==> config.mk <==
export PLATFORM = sky130hd
export DESIGN_NAME = flag_branch_unit_flat
export DESIGN_NICKNAME = d
export VERILOG_FILES = /design/src/rtl/flag_branch_unit_pkg.sv /design/src/rtl/flag_branch_unit_if.sv /design/src/rtl/flag_branch_unit_cond_eval.sv /design/src/rtl/flag_branch_unit.sv /design/src/flat_wrapper.sv
export SDC_FILE = /design/constraint.sdc
export NUM_CORES = 1
export LEC_CHECK = 0
export BUFFER_PORTS_ARGS = -buffer_cell sky130_fd_sc_hd__buf_2
export CAP_MARGIN = 20
export CORE_UTILIZATION = 46
export DETAILED_ROUTE_END_ITERATION = 16
export PLACE_DENSITY = 0.81
export SYNTH_ARGS = -nofsm -noshare
export SYNTH_HDL_FRONTEND = slang
export SYNTH_SLANG_ARGS = --single-unit
export TNS_END_PERCENT = 5
==> constraint.sdc <==
create_clock -name clk -period 2.5 [get_ports clk]
set_input_delay 0.25 -clock clk [delete_from_list [all_inputs] [get_ports clk]]
set_output_delay 0.25 -clock clk [all_outputs]
set_load 0.005 [all_outputs]
==> src/rtl/flag_branch_unit_pkg.sv <==
// Shared constants for the ALU-to-branch flag path: widths, flag bit
// positions, opcode and condition encodings, and the flag-setting predicate.
package flag_branch_unit_pkg;

  localparam int opsize   = 4;
  localparam int numflags = 4;
  localparam int pcwidth  = 8;

  // Flag vector bit order is {C V Z N}
  localparam int flag_c = 3;
  localparam int flag_v = 2;
  localparam int flag_z = 1;
  localparam int flag_n = 0;

  typedef enum logic [opsize-1:0] {
    op_add = 4'h0,
    op_sub = 4'h1,
    op_and = 4'h2,
    op_or  = 4'h3,
    op_xor = 4'h4,
    op_not = 4'h5,
    op_ls  = 4'h6,
    op_rs  = 4'h7,
    op_cmp = 4'h8,
    op_mov = 4'h9,
    op_nop = 4'hf
  } opcode_e;

  // ARM-style condition codes
  typedef enum logic [3:0] {
    cond_eq = 4'h0,
    cond_ne = 4'h1,
    cond_cs = 4'h2,
    cond_cc = 4'h3,
    cond_mi = 4'h4,
    cond_pl = 4'h5,
    cond_vs = 4'h6,
    cond_vc = 4'h7,
    cond_hi = 4'h8,
    cond_ls = 4'h9,
    cond_ge = 4'ha,
    cond_lt = 4'hb,
    cond_gt = 4'hc,
    cond_le = 4'hd,
    cond_al = 4'he,
    cond_nv = 4'hf
  } cond_e;

  // True for opcodes whose completion overwrites the status register
  function automatic logic flag_setting(input logic [opsize-1:0] op);
    case (op)
      op_add, op_sub, op_cmp, op_and, op_or, op_ls, op_rs: flag_setting = 1'b1;
      default:                                             flag_setting = 1'b0;
    endcase
  endfunction

endpackage

==> src/rtl/flag_branch_unit_if.sv <==
// ALU result/flag feed, branch request and branch result channels.
// master = ALU/fetch side that drives requests, slave = flag_branch_unit.
interface flag_branch_unit_if;
  import flag_branch_unit_pkg::*;

  logic                alu_valid;
  logic [opsize-1:0]   alu_opcode;
  logic [numflags-1:0] alu_flags;

  logic                br_valid;
  logic                br_ready;
  logic [3:0]          br_cond;
  logic [pcwidth-1:0]  br_pc;
  logic [pcwidth-1:0]  br_target;

  logic                res_valid;
  logic                res_ready;
  logic                taken;
  logic [pcwidth-1:0]  next_pc;
  logic [numflags-1:0] status;

  modport master (
    output alu_valid, alu_opcode, alu_flags,
    output br_valid, br_cond, br_pc, br_target,
    output res_ready,
    input  br_ready, res_valid, taken, next_pc, status
  );

  modport slave (
    input  alu_valid, alu_opcode, alu_flags,
    input  br_valid, br_cond, br_pc, br_target,
    input  res_ready,
    output br_ready, res_valid, taken, next_pc, status
  );

endinterface

==> src/rtl/flag_branch_unit_cond_eval.sv <==
// Combinational condition evaluator: {C V Z N} flags + 4-bit condition code
// -> taken. Kept standalone so predicated execute can reuse it.
module cond_eval
  import flag_branch_unit_pkg::*;
(
  input  logic [numflags-1:0] flags,
  input  logic [3:0]          cond,
  output logic                taken
);

  logic c, v, z, n;

  assign c = flags[flag_c];
  assign v = flags[flag_v];
  assign z = flags[flag_z];
  assign n = flags[flag_n];

  // Decode the condition code against the flag bits
  always_comb begin
    // NOTE: default first so every path assigns taken and no latch is inferred.
    taken = 1'b0;
    case (cond)
      cond_eq: taken = z;
      cond_ne: taken = !z;
      cond_cs: taken = c;
      cond_cc: taken = !c;
      cond_mi: taken = n;
      cond_pl: taken = !n;
      cond_vs: taken = v;
      cond_vc: taken = !v;
      cond_hi: taken = c & !z;
      cond_ls: taken = !c | z;
      cond_ge: taken = (n == v);
      cond_lt: taken = (n != v);
      cond_gt: taken = !z & (n == v);
      cond_le: taken = z | (n != v);
      cond_al: taken = 1'b1;
      cond_nv: taken = 1'b0;
      default: taken = 1'b0;
    endcase
  end

endmodule

==> src/rtl/flag_branch_unit.sv <==
// Branch resolution unit: latches ALU flags into a status register and
// resolves conditional branches with one cycle of latency. Flags arriving in
// the same cycle as a branch are forwarded around the status register.
module flag_branch_unit
  import flag_branch_unit_pkg::*;
(
  input  logic              clk,
  input  logic              reset,
  flag_branch_unit_if.slave bus
);

  logic [numflags-1:0] status_q;
  logic [numflags-1:0] eval_flags;
  logic                res_valid_q;
  logic                taken_q;
  logic [pcwidth-1:0]  next_pc_q;
  logic [pcwidth-1:0]  pc_inc;
  logic [pcwidth-1:0]  resolved_pc;
  logic                flag_update;
  logic                br_ready;
  logic                accept;
  logic                cond_taken;

  assign flag_update = bus.alu_valid & flag_setting(bus.alu_opcode);

  // Same-cycle flag update wins over the stale status value
  assign eval_flags = flag_update ? bus.alu_flags : status_q;

  // Output register frees up either when empty or when drained this cycle
  assign br_ready = !res_valid_q | bus.res_ready;
  assign accept   = bus.br_valid & br_ready;

  cond_eval u_cond_eval (
    .flags (eval_flags),
    .cond  (bus.br_cond),
    .taken (cond_taken)
  );

  // Fall-through wraps modulo 2^pcwidth
  assign pc_inc      = bus.br_pc + pcwidth'(1);
  assign resolved_pc = cond_taken ? bus.br_target : pc_inc;

  // Status register: captures all four flags from flag-setting ops
  always_ff @(posedge clk) begin
    // NOTE: every register here is reset synchronously; state uses <= so all
    // flops update from the same pre-edge values.
    if (reset) begin
      status_q <= '0;
    end else if (flag_update) begin
      status_q <= bus.alu_flags;
    end
  end

  // Result register: load on accept, hold until consumed, drop on drain
  always_ff @(posedge clk) begin
    if (reset) begin
      res_valid_q <= 1'b0;
      taken_q     <= 1'b0;
      next_pc_q   <= '0;
    end else if (accept) begin
      res_valid_q <= 1'b1;
      taken_q     <= cond_taken;
      next_pc_q   <= resolved_pc;
    end else if (bus.res_ready) begin
      res_valid_q <= 1'b0;
    end
  end

  assign bus.br_ready  = br_ready;
  assign bus.res_valid = res_valid_q;
  assign bus.taken     = taken_q;
  assign bus.next_pc   = next_pc_q;
  assign bus.status    = status_q;

endmodule

==> src/flat_wrapper.sv <==
// flat-port wrapper written by rule: the top's interface ports become plain ports
module flag_branch_unit_flat import flag_branch_unit_pkg::*;
  (clk, reset, bus_alu_valid, bus_alu_opcode, bus_alu_flags, bus_br_valid, bus_br_cond, bus_br_pc, bus_br_target, bus_res_ready, bus_br_ready, bus_res_valid, bus_taken, bus_next_pc, bus_status);
  flag_branch_unit_if bus_i ();
  input  logic clk;
  input  logic reset;
  input wire logic [$bits(bus_i.alu_valid)-1:0] bus_alu_valid;
  input wire logic [$bits(bus_i.alu_opcode)-1:0] bus_alu_opcode;
  input wire logic [$bits(bus_i.alu_flags)-1:0] bus_alu_flags;
  input wire logic [$bits(bus_i.br_valid)-1:0] bus_br_valid;
  input wire logic [$bits(bus_i.br_cond)-1:0] bus_br_cond;
  input wire logic [$bits(bus_i.br_pc)-1:0] bus_br_pc;
  input wire logic [$bits(bus_i.br_target)-1:0] bus_br_target;
  input wire logic [$bits(bus_i.res_ready)-1:0] bus_res_ready;
  output wire logic [$bits(bus_i.br_ready)-1:0] bus_br_ready;
  output wire logic [$bits(bus_i.res_valid)-1:0] bus_res_valid;
  output wire logic [$bits(bus_i.taken)-1:0] bus_taken;
  output wire logic [$bits(bus_i.next_pc)-1:0] bus_next_pc;
  output wire logic [$bits(bus_i.status)-1:0] bus_status;
  assign bus_i.alu_valid = bus_alu_valid;
  assign bus_i.alu_opcode = bus_alu_opcode;
  assign bus_i.alu_flags = bus_alu_flags;
  assign bus_i.br_valid = bus_br_valid;
  assign bus_i.br_cond = bus_br_cond;
  assign bus_i.br_pc = bus_br_pc;
  assign bus_i.br_target = bus_br_target;
  assign bus_i.res_ready = bus_res_ready;
  assign bus_br_ready = bus_i.br_ready;
  assign bus_res_valid = bus_i.res_valid;
  assign bus_taken = bus_i.taken;
  assign bus_next_pc = bus_i.next_pc;
  assign bus_status = bus_i.status;
  flag_branch_unit u_core (.clk(clk), .reset(reset), .bus(bus_i));
endmodule
# Yosys cells after proc, flatten, opt, wreduce, memory -nomap -nowiden

Index checks and enable logic that the tools add are counted.
W data, S select, Z words.

Output and inout bits: 15
Register bits after elaboration: 14

Mux-type cells: 6
Add/sub/neg operators: 1
Reductions and logical operators: 9
Equal/unequal tests: 23
Bitwise gates (word level): 7

Operators by type and width:

| cell                  | number |
|---|---|
| $eq A4 B4 Y1 const B  | 9 |
| $eq A4 B3 Y1 const B  | 6 |
| $eq A4 B2 Y1 const B  | 4 |
| $pmux W1 S16          | 1 |
| $add A8 B1 Y8 const B | 1 |
| $eq A4 B1 Y1 const B  | 2 |
| $logic_not A4 Y1      | 2 |
| $mux W8               | 1 |
| $reduce_or A7 Y1      | 1 |
| $logic_not A1 Y1      | 5 |
| $and A1 B1 Y1         | 4 |
| $mux W4               | 1 |
| $mux W1               | 3 |
| $or A1 B1 Y1          | 3 |
| $reduce_bool A2 Y1    | 1 |
| $eq A1 B1 Y1          | 1 |
| $ne A1 B1 Y1          | 1 |

# Depth between registers and ports, before layout

Gate-level depths: netlist of run 1.

Depth after elaboration: 9
Depth in mapped cells: 9

# Hierarchy

Synthesis of run 1 repeated with hierarchy kept, for this count alone.

Cell total of the unflattened synthesis: 107
Area, all modules: 929.6 um^2

By module, submodules not included:

| module           | cells an instance | seq. area each (um^2) | times used | area an instance (um^2) |
|---|---|---|---|---|
| flag_branch_unit | 84                | 280.3                 | 1          | 774.5 |
| cond_eval        | 23                | 0.0                   | 1          | 155.1 |

# Worst setup path after synthesis of run 1

Ideal clock, no wire load.

Kind: in2reg
Start point: input port bus_alu_opcode[1]
End point: register u_core.next_pc_q[2] (netlist: u_core.bus.next_pc[2])
Slack: 0.338 ns
Arrival time: 2.026 ns
Data required time: 2.365 ns
Setup time: 0.135 ns
Stages: 9
Cell sequence: o21ai_1 > and3_1 > buf_6 > mux4_2 > and4b_1 > or2_1 > buf_6 > o2111ai_1 > o211ai_1

Longest elaborated chain between the ends: 9

RTL lines:

| what                                       | line                                                               | source |
|---|---|---|
| from (decl)                                | flat_wrapper.sv:8                                                  | `input wire logic [$bits(bus_i.alu_opcode)-1:0] bus_alu_opcode;` |
| $eq A4 B1 Y1, or another cell as far along | flag_branch_unit_pkg.sv:51                                         | `case (op)` |
| $reduce_or A7 Y1 *                         | flag_branch_unit_pkg.sv:51                                         |  |
| $mux W1 *                                  | flag_branch_unit_pkg.sv:51                                         |  |
| $and A1 B1 Y1 *                            | flag_branch_unit.sv:24                                             | `assign flag_update = bus.alu_valid & flag_setting(bus.alu_opcode);` |
| $mux W4 *                                  | --                                                                 |  |
| $ne A1 B1 Y1, or another cell as far along | flag_branch_unit_cond_eval.sv:34, flag_branch_unit_cond_eval.sv:36 |  |
| $or A1 B1 Y1, or another cell as far along | flag_branch_unit_cond_eval.sv:36                                   | `cond_le: taken = z \| (n != v);` |
| $pmux W1 S16 *                             | flag_branch_unit_cond_eval.sv:22                                   | `case (cond)` |
| $mux W8 *                                  | flag_branch_unit.sv:41                                             | `assign resolved_pc = cond_taken ? bus.br_target : pc_inc;` |
| to (signal assigned)                       | flag_branch_unit.sv:63                                             | `next_pc_q <= resolved_pc;` |
| to (decl)                                  | flag_branch_unit.sv:16                                             | `logic [pcwidth-1:0] next_pc_q;` |

Every way passes the cells marked *; elsewhere a longest branch is shown, timed or not.
A chain may end at the register's enable or synchronous reset.

# Final worst setup path of run 1

Start point: register u_core.status_q[0] (netlist: u_core.bus.status[0])
End point: register u_core.next_pc_q[4] (netlist: u_core.bus.next_pc[4])

Longest elaborated chain between the ends: 5

RTL lines:

| what                                          | line                                                               | source |
|---|---|---|
| from (decl)                                   | flag_branch_unit.sv:12                                             | `logic [numflags-1:0] status_q;` |
| from (signal assigned)                        | flag_branch_unit.sv:50                                             | `status_q <= bus.alu_flags;` |
| $mux W4 *                                     | --                                                                 |  |
| $ne A1 B1 Y1 or $eq A1 B1 Y1 (tied branches)  | --                                                                 |  |
| $or A1 B1 Y1 or $and A1 B1 Y1 (tied branches) | flag_branch_unit_cond_eval.sv:36, flag_branch_unit_cond_eval.sv:35 |  |
| $pmux W1 S16 *                                | flag_branch_unit_cond_eval.sv:22                                   |  |
| $mux W8 *                                     | flag_branch_unit.sv:41                                             |  |

Marked as above.

==> key figures, run 1 <==
STA
  – Setup TNS: 0 ns
  – Worst Skew: 0.00324 ns
  – Least-Margin Pin Slew: about 0.65 ns
  – Final setup viols: 0
  – Minimum clock period after layout: about 2.2 ns
  – Relative slew slack: 0.568
  – Final hold vios: 0
  – Tcrit/Tclk final: 0.899
  – Setup ws final: between 0.2 and 0.3 ns
  – Max Fclk: between 400 and 500 MHz
  – Max Slew Vio Count: 0
  – RSZ-0062 raised after global routing: no

Yosys
  – Leading area contributor after synthesis: dfxtp_1
  – Synthesized Nets: around 170
  – Post-Syn Instances: ~130
  – Largest family of logic cells by synthesized area: compound AO/OA/AOI/OAI gates
  – Number of enable flip-flop cells after synthesis: 0
  – Top FF cell, synth: dfxtp_1
  – Top cells by area, synth: dfxtp_1, nand2_1, o211ai_1
  – Multiplexer area fraction after synthesis: 0.0413
  – FF+latch count, synth: 14
  – Synth Area in Compound Gates: 0.283
  – FFs w/ async S/R, synth: 0
  – Synth unique cells: 39
  – Sequential area share after synthesis: 0.272
  – Syn Std Cell Area: around 1000 µm²
  – Top cell type's share of synthesized area: 0.272
  – Simple-Gate Fraction of Synth Area: 0.271
  – Synth warn: 0
  – Adder-Cell Fraction of Synth Area: 0.0122
  – Xor and xnor area share after synthesis: 0.0680
  – Post-Syn Area per Cell: between 7 and 8 µm²

Clock tree
  – Clk_lat worst skew: 0.28 ns
  – Post-CTS Resized: 0
  – CTS Buf Count: 3
  – H-Tree Depth: 1
  – CTS Hold Bufs: 0
  – Worst-path clk slew: roughly 0.090 ns
  – Clock sinks: 14
  – CTS tree: built
  – Root Driver: clkbuf_4
  – Setup Fix Bufs, Post-CTS: 0
  – Max clock buf depth: 2

GRT
  – Total grt overflow: 0
  – Vias in the first global route: approximately 1,100
  – Global-route wire length before repair: 4660 µm
  – Gr busiest metal: met2
  – Total track usage: 0.251
  – Met2 Use GR: 0.411
  – Initial antenna violation count: 0
  – Pin count of the biggest net entering global routing: 12
  – Met1 Resource Use GR: 0.316
  – GR Layer Usage met3: 0.0654

Pwr
  – Leak: 0.574 nW
  – Max rail drop VDD: 0.341 mV
  – Sw frac: 0.310
  – Pint: just over 0.4 mW
  – Pwr/cell area: roughly 460 nW/µm²
  – Seq pwr share: 0.423
  – Combinational fraction of design power: 0.306
  – Power share of the clock group: 0.271
  – Overall Power: between 0.6 and 0.7 mW
  – Sw Pwr: roughly 0.19 mW

Detailed routing
  – DR vias/cell: approximately 6
  – Vias: approximately 1,200
  – Final wirelength: 2870 µm
  – Final ANT Viol Nets: 0
  – DRT iter0 DRCs: 32
  – Post-DR wirelength/cell: between 10 and 15 µm
  – DRC viols: 0
  – Router iterations before antenna repair: 6

Floorplan
  – Ports: 48
  – Die area: between 2000 and 2500 µm²
  – Row count: 16
  – Die Width: just under 50 µm
  – Initial core utilization: 0.504
  – DIE HEIGHT: 49.3 µm
  – Core Region: roughly 2000 µm²

Worst setup path
  – Worst R2R Path Depth: 7
  – Crit start category: register
  – Worst setup path start: u_core.bus.status[0]
  – Crit path DAT: between 2 and 2.5 ns
  – Req. time, crit path: approximately 2.7 ns
  – Critical R2R Launch: u_core.bus.status[0]
  – R2R Setup Slk: 0.25 ns
  – Critical path fanouts, max: 8
  – CP Class: reg2reg
  – Worst Setup End Kind: register

Final layout
  – Layout cells sized above 1: 0.311
  – Number of nets in the layout: about 220
  – Commonest cells after routing, fill and taps aside: buf_2, nand2_1, dfxtp_1
  – Final core occ: 0.642
  – Most common cell after layout, fill and taps aside: buf_2
  – Fin area: 1310 µm²
  – Area delta synth->final: 27.3%
  – N_diodes: 0

Run status
  – Outcome: complete, no violations

Place
  – Dpl ws: 0.0702 ns
  – GPL Wtd Cong: between 0.8 and 0.9
  – Port buffer count: between 40 and 50
  – Hpwl dp: about 2300 µm
  – Cell Area, Placed: between 1000 and 1500 µm²

Worst hold path
  – Hold depth: 2
  – Hold wc startpoint: bus_br_pc[0]
  – Hold crit path type: in2reg

Flow run
  – Max-cap viol count: 0
per-stage QoR:
stage	std cells	hold WS (ns)
floorplan	134	0.357
global placement	203	0.445
detailed placement	203	0.459
CTS	207	0.203
global route	207	0.201
finish	207	0.209
cell usage after synthesis, types with 3 or more instances:
cell and instances:
o2111ai_1 6, dfxtp_1 14, o211ai_1 7, nor2_1 10, and2_1 3, nand2b_1 3, nand2_1 25, a21oi_1 9
a2111oi_0 3, xnor2_1 6, nand3_1 6, clkbuf_1 5
layer usage:
metal | routed length (µm) | up-vias | part of all wire
met5 | 0 | - | 0
met4 | 40 | 0 | 0.014
met3 | 178 | 8 | 0.062
met2 | 1430 | 56 | 0.50
met1 | 1220 | 554 | 0.42
li1 | - | 591 | -
flip-flops by register name, summed over array words and instances, names as in the netlist:
register	flops
u_core.bus.next_pc	8
u_core.bus.taken	1
u_core.bus.res_valid	1
u_core.bus.status	4
worst max-delay path, stage by stage, from the launching register on:
cell	delay [ns]
dfxtp_1	0.41
xnor2_1	0.14
a311oi_1	0.26
a2111oi_0	0.10
o31a_1	0.33
or3_1	0.51
o2111ai_1	0.26
o211ai_1	0.12
layout make-up:
type,instances,area [µm²]
fillers,209,731
clock buffers,4,36.3
flip-flops and latches,14,280
multi-input cells,110,696
well taps,27,33.8
repair buffers,50,258
inverters,2,7.51
power by group through the flow:
stage,clock network (mW),logic [mW],registers [mW]
after floorplan,0,0.105,0.261
after global placement,0,0.173,0.258
after detailed placement,0,0.182,0.259
after CTS,0.170,0.183,0.254
after global routing,0.182,0.201,0.257
final,0.163,0.184,0.254
path summary, 6_finish.rpt:
kind	endpoint
max	u_core.bus.next_pc[4]
min	u_core.bus.next_pc[0]
max reg2reg	u_core.bus.next_pc[4]
min reg2reg	u_core.bus.taken
cells by family after synthesis:
logic type / after synthesis
flops: 14
buf+inv: 10
mux: 3
xor+xnor: 8
compound gates: 40
simple gates: 58
fa+ha+maj: 1
No activity file was read; power rests on OpenSTA's default activity.
==> run 2: changes to the inputs <==
--- a/config.mk
+++ b/config.mk
@@ -7,9 +7,11 @@
 export LEC_CHECK = 0
 export BUFFER_PORTS_ARGS = -buffer_cell sky130_fd_sc_hd__buf_2
 export CAP_MARGIN = 20
-export CORE_UTILIZATION = 46
+export CORE_UTILIZATION = 48
+export CTS_BUF_LIST = sky130_fd_sc_hd__clkbuf_4 sky130_fd_sc_hd__clkbuf_8
 export DETAILED_ROUTE_END_ITERATION = 16
-export PLACE_DENSITY = 0.81
+export PLACE_DENSITY = 0.84
+export SLEW_MARGIN = 20
 export SYNTH_ARGS = -nofsm -noshare
 export SYNTH_HDL_FRONTEND = slang
 export SYNTH_SLANG_ARGS = --single-unit
==> run 2 against run 1 <==
Compared with the run above:
- hold slack improved by 0.0011 ns
- via count fell by 3.7%
- wire length fell by 9.8%
- power fell by 6.5%
- combinational power barely moved
- largest power group unchanged
- highest routed layer unchanged
==> key figures, run 2 (synthesis results as in run 1) <==
Pwr
  – Max rail drop VDD: 0.300 mV (was 0.341 mV)
  – Pwr/cell area: 433 nW/µm² (was 458 nW/µm²)
  – Leak: 0.566 nW (was 0.574 nW)
  – Overall Power: 0.562 mW (was 0.601 mW)

STA
  – Worst Skew: 0.00506 ns (was 0.00324 ns)
  – Relative slew slack: 0.587 (was 0.568)
  – Final hold vios: 0 (unchanged)
  – Setup ws final: 0.207 ns (was 0.252 ns)
  – Setup TNS: 0 ns (unchanged)
  – Final setup viols: 0 (unchanged)
  – RSZ-0062 raised after global routing: no (unchanged)
  – Tcrit/Tclk final: 0.917 (was 0.899)
  – Hold slack: 0.210 ns (was 0.209 ns)
  – Max Slew Vio Count: 0 (unchanged)
  – Max Fclk: 436 MHz (was 445 MHz)
  – Minimum clock period after layout: 2.29 ns (was 2.25 ns)
  – Least-Margin Pin Slew: 0.618 ns (was 0.645 ns)

Detailed routing
  – DRC viols: 0 (unchanged)
  – Vias: 1,164 (was 1,209)
  – Final ANT Viol Nets: 0 (unchanged)
  – Final wirelength: 2590 µm (was 2870 µm)
  – Router iterations before antenna repair: 4 (was 6)
  – Post-DR wirelength/cell: 12.5 µm (was 13.8 µm)
  – DRT iter0 DRCs: 32 (unchanged)
  – DR vias/cell: 5.65 (was 5.84)

GRT
  – Initial antenna violation count: 0 (unchanged)
  – Total track usage: 0.225 (was 0.251)
  – Global-route wire length before repair: 4250 µm (was 4660 µm)
  – Vias in the first global route: 1,055 (was 1,106)
  – Total grt overflow: 0 (unchanged)
  – Pin count of the biggest net entering global routing: 12 (unchanged)

Final layout
  – Most common cell after layout, fill and taps aside: buf_2 (unchanged)
  – N_diodes: 0 (unchanged)
  – Fin area: 1300 µm² (was 1310 µm²)
  – Area of the multi-input gates: 696 µm² (unchanged)
  – Number of nets in the layout: 215 (unchanged)
  – Area delta synth->final: 26.0% (was 27.3%)
  – Final core occ: 0.655 (was 0.642)
  – Final cell count without fillers: 206 (was 207)
  – Commonest cells after routing, fill and taps aside: buf_2, nand2_1, dfxtp_1 (unchanged)
  – Max reg flops: 8 (unchanged)
  – Layout cells sized above 1: 0.307 (was 0.311)
  – FF/Latch Area: 280 µm² (unchanged)
  – # fillers: 172 (was 209)

Flow run
  – Max-cap viol count: 0 (unchanged)

Clock tree
  – Clk_lat worst skew: 0.27 ns (was 0.28 ns)
  – H-Tree Depth: 1 (unchanged)
  – CTS tree: built (unchanged)
  – Root Driver: clkbuf_4 (unchanged)
  – CTS Buf Count: 3 (unchanged)
  – Post-CTS Resized: 0 (unchanged)
  – Max clock buf depth: 2 (unchanged)
  – Clock sinks: 14 (unchanged)
  – Setup Fix Bufs, Post-CTS: 0 (unchanged)
  – CTS Hold Bufs: 0 (unchanged)
  – Worst-path clk slew: 0.08 ns (was 0.09 ns)

Floorplan
  – Die area: 2330 µm² (was 2430 µm²)
  – Initial core utilization: 0.520 (was 0.504)
  – Core Region: 1980 µm² (was 2040 µm²)
  – DIE HEIGHT: 48.3 µm (was 49.3 µm)
  – Ports: 48 (unchanged)
  – Die Width: 48.3 µm (was 49.3 µm)
  – Row count: 16 (unchanged)

Worst setup path
  – Crit path DAT: 2.45 ns (was 2.41 ns)
  – R2R Setup Slk: 0.21 ns (was 0.25 ns)
  – Req. time, crit path: 2.66 ns (about the same)
  – Crit start category: register (unchanged)
  – Worst Setup End Kind: register (unchanged)
  – Critical path fanouts, max: 8 (unchanged)
  – CP Class: reg2reg (unchanged)

Place
  – GPL Wtd Cong: 0.848 (was 0.864)
  – Placed cell count: 203 (unchanged)
  – Port buffer count: 47 (unchanged)
  – Dpl ws: 0.000118 ns (was 0.0702 ns)
  – Hpwl dp: 2050 µm (was 2290 µm)
  – Cell Area, Placed: 1270 µm² (unchanged)

Run status
  – Outcome: complete, no violations (unchanged)

Worst hold path
  – Hold crit path type: in2reg (unchanged)
-- run 2: critical path, stage by stage (launching register included) --
cell	delay, ns
dfxtp_1	0.41
xnor2_1	0.14
a311oi_1	0.30
a2111oi_0	0.12
o31a_1	0.33
or3_1	0.52
o2111ai_1	0.25
o211ai_1	0.11
-- run 2: cell type report --
type                            instances  area share
Tap cell                               27      0.0260
Sequential cell                        14       0.216
Clock buffer                            3      0.0174
Timing Repair Buffer                   50       0.199
Inverter                                2     0.00579
Multi-Input combinational cell        110       0.536
-- run 2: path summary, 6_finish.rpt --
path                              from                     to  cells past startpoint
hold reg to reg       u_core.bus.taken       u_core.bus.taken                      2
setup reg to reg  u_core.bus.status[0]  u_core.bus.next_pc[4]                      7
hold / removal            bus_br_pc[0]  u_core.bus.next_pc[0]                      2
setup / recovery  u_core.bus.status[0]  u_core.bus.next_pc[4]                      7
-- run 2: per-layer routing --
layer	vias up	wire length (µm)	global-route usage
li1	591	-	-
met1	520	1170	0.253
met3	7	137	0.0377
met4	0	36	0.113
met5	-	0	0
met2	46	1240	0.406
-- run 2: power breakdown --
part           internal [mW]  switching, mW  total [mW]
sequential             0.243         0.0116       0.255
clock                 0.0557         0.0704       0.126
combinational         0.0834         0.0979       0.181
==> run 3: changes to the inputs <==
--- a/config.mk
+++ b/config.mk
@@ -7,12 +7,14 @@
 export LEC_CHECK = 0
 export BUFFER_PORTS_ARGS = -buffer_cell sky130_fd_sc_hd__buf_2
 export CAP_MARGIN = 20
-export CORE_UTILIZATION = 48
+export CORE_MARGIN = 8
+export CORE_UTILIZATION = 46
 export CTS_BUF_LIST = sky130_fd_sc_hd__clkbuf_4 sky130_fd_sc_hd__clkbuf_8
 export DETAILED_ROUTE_END_ITERATION = 16
-export PLACE_DENSITY = 0.84
+export PLACE_DENSITY = 0.83
 export SLEW_MARGIN = 20
 export SYNTH_ARGS = -nofsm -noshare
 export SYNTH_HDL_FRONTEND = slang
+export SYNTH_HIERARCHICAL = 1
 export SYNTH_SLANG_ARGS = --single-unit
 export TNS_END_PERCENT = 5
==> run 3 against run 2 <==
Compared with the run above:
- synthesized cell count decreased by 20%
- count of clock-buffer cells in the layout is 1 higher
- utilization shrank 1.0 points
- critical path depth increased by 5
- final cell count decreased by 11%
- largest power group unchanged
==> key figures, run 3 <==
Run status
  – Outcome: complete, no violations (unchanged)

Yosys
  – Synthesized Nets: 141 (was 168)
  – Top FF cell, synth: dfxtp_1 (unchanged)
  – Synth warn: 6 (was 0)
  – Post-synth top cells: dfxtp_1, a21oi_1, nand2_1, nor2_1, nor2b_1 (was nand2_1, dfxtp_1, nor2_1)
  – Leading area contributor after synthesis: dfxtp_1 (unchanged)
  – Sequential area share after synthesis: 0.301 (was 0.272)
  – FF+latch count, synth: 14 (unchanged)
  – Post-Syn Instances: 107 (was 134)
  – Number of enable flip-flop cells after synthesis: 0 (unchanged)
  – Post-Syn Area per Cell: 8.69 µm² (was 7.68 µm²)
  – Synth unique cells: 43 (was 39)
  – Syn Std Cell Area: 930 µm² (was 1030 µm²)
  – Top-count cell post-synth: dfxtp_1 (was nand2_1)
  – Top cell type's share of synthesized area: 0.301 (was 0.272)
  – FFs w/ async S/R, synth: 0 (unchanged)
  – Top cells by area, synth: dfxtp_1, mux2_2, xnor2_1 (was dfxtp_1, nand2_1, o211ai_1)

GRT
  – Gr busiest metal: met2 (unchanged)
  – Pin count of the biggest net entering global routing: 18 (was 12)
  – Met2 Use GR: 0.244 (was 0.406)
  – Initial antenna violation count: 0 (unchanged)
  – Met1 Resource Use GR: 0.154 (was 0.253)
  – Vias in the first global route: 949 (was 1,055)
  – GR Layer Usage met3: 0.0318 (was 0.0377)
  – Total track usage: 0.139 (was 0.225)
  – Global-route wire length before repair: 4060 µm (was 4250 µm)
  – Total grt overflow: 0 (unchanged)

STA
  – Max Slew Vio Count: 0 (unchanged)
  – Final hold vios: 0 (unchanged)
  – RSZ-0062 raised after global routing: yes (was no)
  – Final setup viols: 0 (unchanged)
  – Minimum clock period after layout: 2.40 ns (was 2.29 ns)
  – Hold slack: 0.245 ns (was 0.210 ns)
  – Worst Skew: 0.00526 ns (was 0.00506 ns)
  – Tcrit/Tclk final: 0.959 (was 0.917)
  – Setup ws final: 0.102 ns (was 0.207 ns)
  – Least-Margin Pin Slew: 0.359 ns (was 0.618 ns)
  – Max Fclk: 417 MHz (was 436 MHz)
  – Relative slew slack: 0.761 (was 0.587)
  – Setup TNS: 0 ns (unchanged)

Worst setup path
  – Req. time, crit path: 2.71 ns (was 2.66 ns)
  – Buf+Inv Stages, Crit Path: 2 (was 0)
  – CP Cell Sequence: buf_2 -> o21ai_2 -> nand3_2 -> mux2_4 -> xor2_4 -> xor2_1 -> a2111oi_1 -> a311oi_1 -> o22ai_1 -> buf_4 -> or4_1 -> a31oi_1 (was xnor2_1 -> a311oi_1 -> a2111oi_0 -> o31a_1 -> or3_1 -> o2111ai_1 -> o211ai_1)
  – Worst R2R Path Depth: 9 (was 7)
  – Worst setup path start: bus_alu_opcode[1] (was u_core.bus.status[0])
  – CP peak stage delay: 0.53 ns (was 0.52 ns)
  – R2R Setup Slk: 0.22 ns (was 0.21 ns)
  – Worst path slowest cell: or4_1 (was or3_1)
  – Crit start category: input pin (was register)
  – Critical R2R Launch: u_core/bus.status[2] (was u_core.bus.status[0])
  – Critical path fanouts, max: 5 (was 8)
  – Crit path max-delay family: compound AO/OA/AOI/OAI gates (unchanged)
  – Crit path DAT: 2.60 ns (was 2.45 ns)
  – CP Class: in2reg (was reg2reg)
  – Reg-to-reg endpoint: u_core/bus.next_pc[5] (was u_core.bus.next_pc[4])
  – Worst Setup End Kind: register (unchanged)

Clock tree
  – Max clock buf depth: 2 (unchanged)
  – H-Tree Depth: 1 (unchanged)
  – Clk_lat worst skew: 0.27 ns (about the same)
  – CTS Buf Count: 3 (unchanged)
  – Setup Fix Bufs, Post-CTS: 0 (unchanged)
  – Root Driver: clkbuf_4 (unchanged)
  – Clock sinks: 14 (unchanged)
  – CTS tree: built (unchanged)
  – Worst-path clk slew: 0.09 ns (was 0.08 ns)

Place
  – GPL Wtd Cong: 0.821 (was 0.848)
  – Dpl ws: -0.238 ns (was 0.000118 ns)
  – Hpwl dp: 2000 µm (was 2050 µm)
  – Port buffer count: 47 (unchanged)

Floorplan
  – Core Region: 1940 µm² (was 1980 µm²)
  – Row count: 16 (unchanged)
  – Die area: 3720 µm² (was 2330 µm²)
  – DIE HEIGHT: 61.0 µm (was 48.3 µm)
  – Ports: 48 (unchanged)
  – Die Width: 61.0 µm (was 48.3 µm)
  – Initial core utilization: 0.479 (was 0.520)

Detailed routing
  – DRC viols: 0 (unchanged)
  – Final wirelength: 2470 µm (was 2590 µm)
  – Final ANT Viol Nets: 0 (unchanged)
  – Post-DR wirelength/cell: 13.5 µm (was 12.5 µm)
  – Router iterations before antenna repair: 4 (unchanged)
  – DRT iter0 DRCs: 29 (was 32)
  – Vias: 955 (was 1,164)
  – DR vias/cell: 5.22 (was 5.65)

Final layout
  – N_diodes: 0 (unchanged)
  – Layout cells sized above 1: 0.436 (was 0.307)
  – Area delta synth->final: 34.6% (was 26.0%)
  – Commonest cells after routing, fill and taps aside: buf_2, dfxtp_1, a21oi_1 (was buf_2, nand2_1, dfxtp_1)
  – Max reg flops: 8 (unchanged)
  – Number of nets in the layout: 191 (was 215)
  – Most common cell after layout, fill and taps aside: buf_2 (unchanged)
  – # fillers: 188 (was 172)
  – Final core occ: 0.644 (was 0.655)

Worst hold path
  – Hold crit path type: in2reg (unchanged)
  – Hold Path Sink: u_core/bus.res_valid (was u_core.bus.next_pc[0])
  – Hold wc startpoint: bus_br_valid (was bus_br_pc[0])
  – Hold depth: 3 (was 2)

Pwr
  – Leak: 0.580 nW (was 0.566 nW)
  – Pwr/cell area: 492 nW/µm² (was 433 nW/µm²)
  – Max rail drop VDD: 0.284 mV (was 0.300 mV)
  – Overall Power: 0.616 mW (was 0.562 mW)

Flow run
  – Max-cap viol count: 0 (unchanged)
==> run 3: repair_timing <==
action	in CTS	in global routing
gates resized for setup	0	5
hold buffers	0	0
hold endpoints to repair	0	0
endpoints found under the setup margin	0	7
==> run 3: tightest hold or removal path, delay by kind of cell <==
| family | cells | cell delay (ns) |
|---|---|---|
| buffers and inverters | 2 | 0.17 |
| AOI/OAI and AO/OA | 1 | 0.05 |
==> run 3: area by class of cell <==
type,count,area (µm²),area share
sequential,14,280,0.224
multi-input combinational,84,608,0.486
inverter,2,7.51,0.00600
tap,27,33.8,0.0270
timing repair buffer,52,285,0.228
clock buffer,4,36.3,0.0290
==> run 3: layer usage <==
metal,wire (µm),vias up,part of all wire
met5,0,-,0
li1,-,486,-
met1,1030,437,0.42
met4,27,0,0.011
met2,1220,30,0.49
met3,201,2,0.081
==> run 3: logic make-up (layout without fill, tap and decap cells) <==
kind of cell	after synthesis	in the layout	share of synthesized area
flip-flops	14	14	0.301
XOR/XNOR	8	8	0.0754
adder cells (fa/ha/maj)	1	1	0.0135
multiplexers	7	7	0.0808
buffers and inverters	9	58	0.0821
AND/OR/NAND/NOR	42	42	0.261
AO/OA/AOI/OAI	26	26	0.186
==> run 3: worst max-delay path by stage <==
stage	to	slack, ns	depth (start not counted)
floorplan	u_core/bus.next_pc[5]	0.004	11
global route	u_core/bus.next_pc[6]	0.0002	13
global placement	u_core/bus.next_pc[5]	-0.15	12
finish	u_core/bus.next_pc[5]	0.10	12
CTS	u_core/bus.next_pc[5]	0.03	12
detailed placement	u_core/bus.next_pc[5]	-0.24	12
==> run 3: stage by stage <==
step	cell area, µm²	cells
CTS	1230	183
global route	1250	183
detailed placement	1190	179
floorplan	942	107
global placement	1190	179
finish	1250	183
==> run 3: report_power, final <==
group / internal [mW] / total, mW / switching (mW)
Clock: 0.0884 / 0.161 / 0.0722
Sequential: 0.241 / 0.250 / 0.00823
Combinational: 0.108 / 0.206 / 0.0981
Total: 0.437 / 0.616 / 0.179
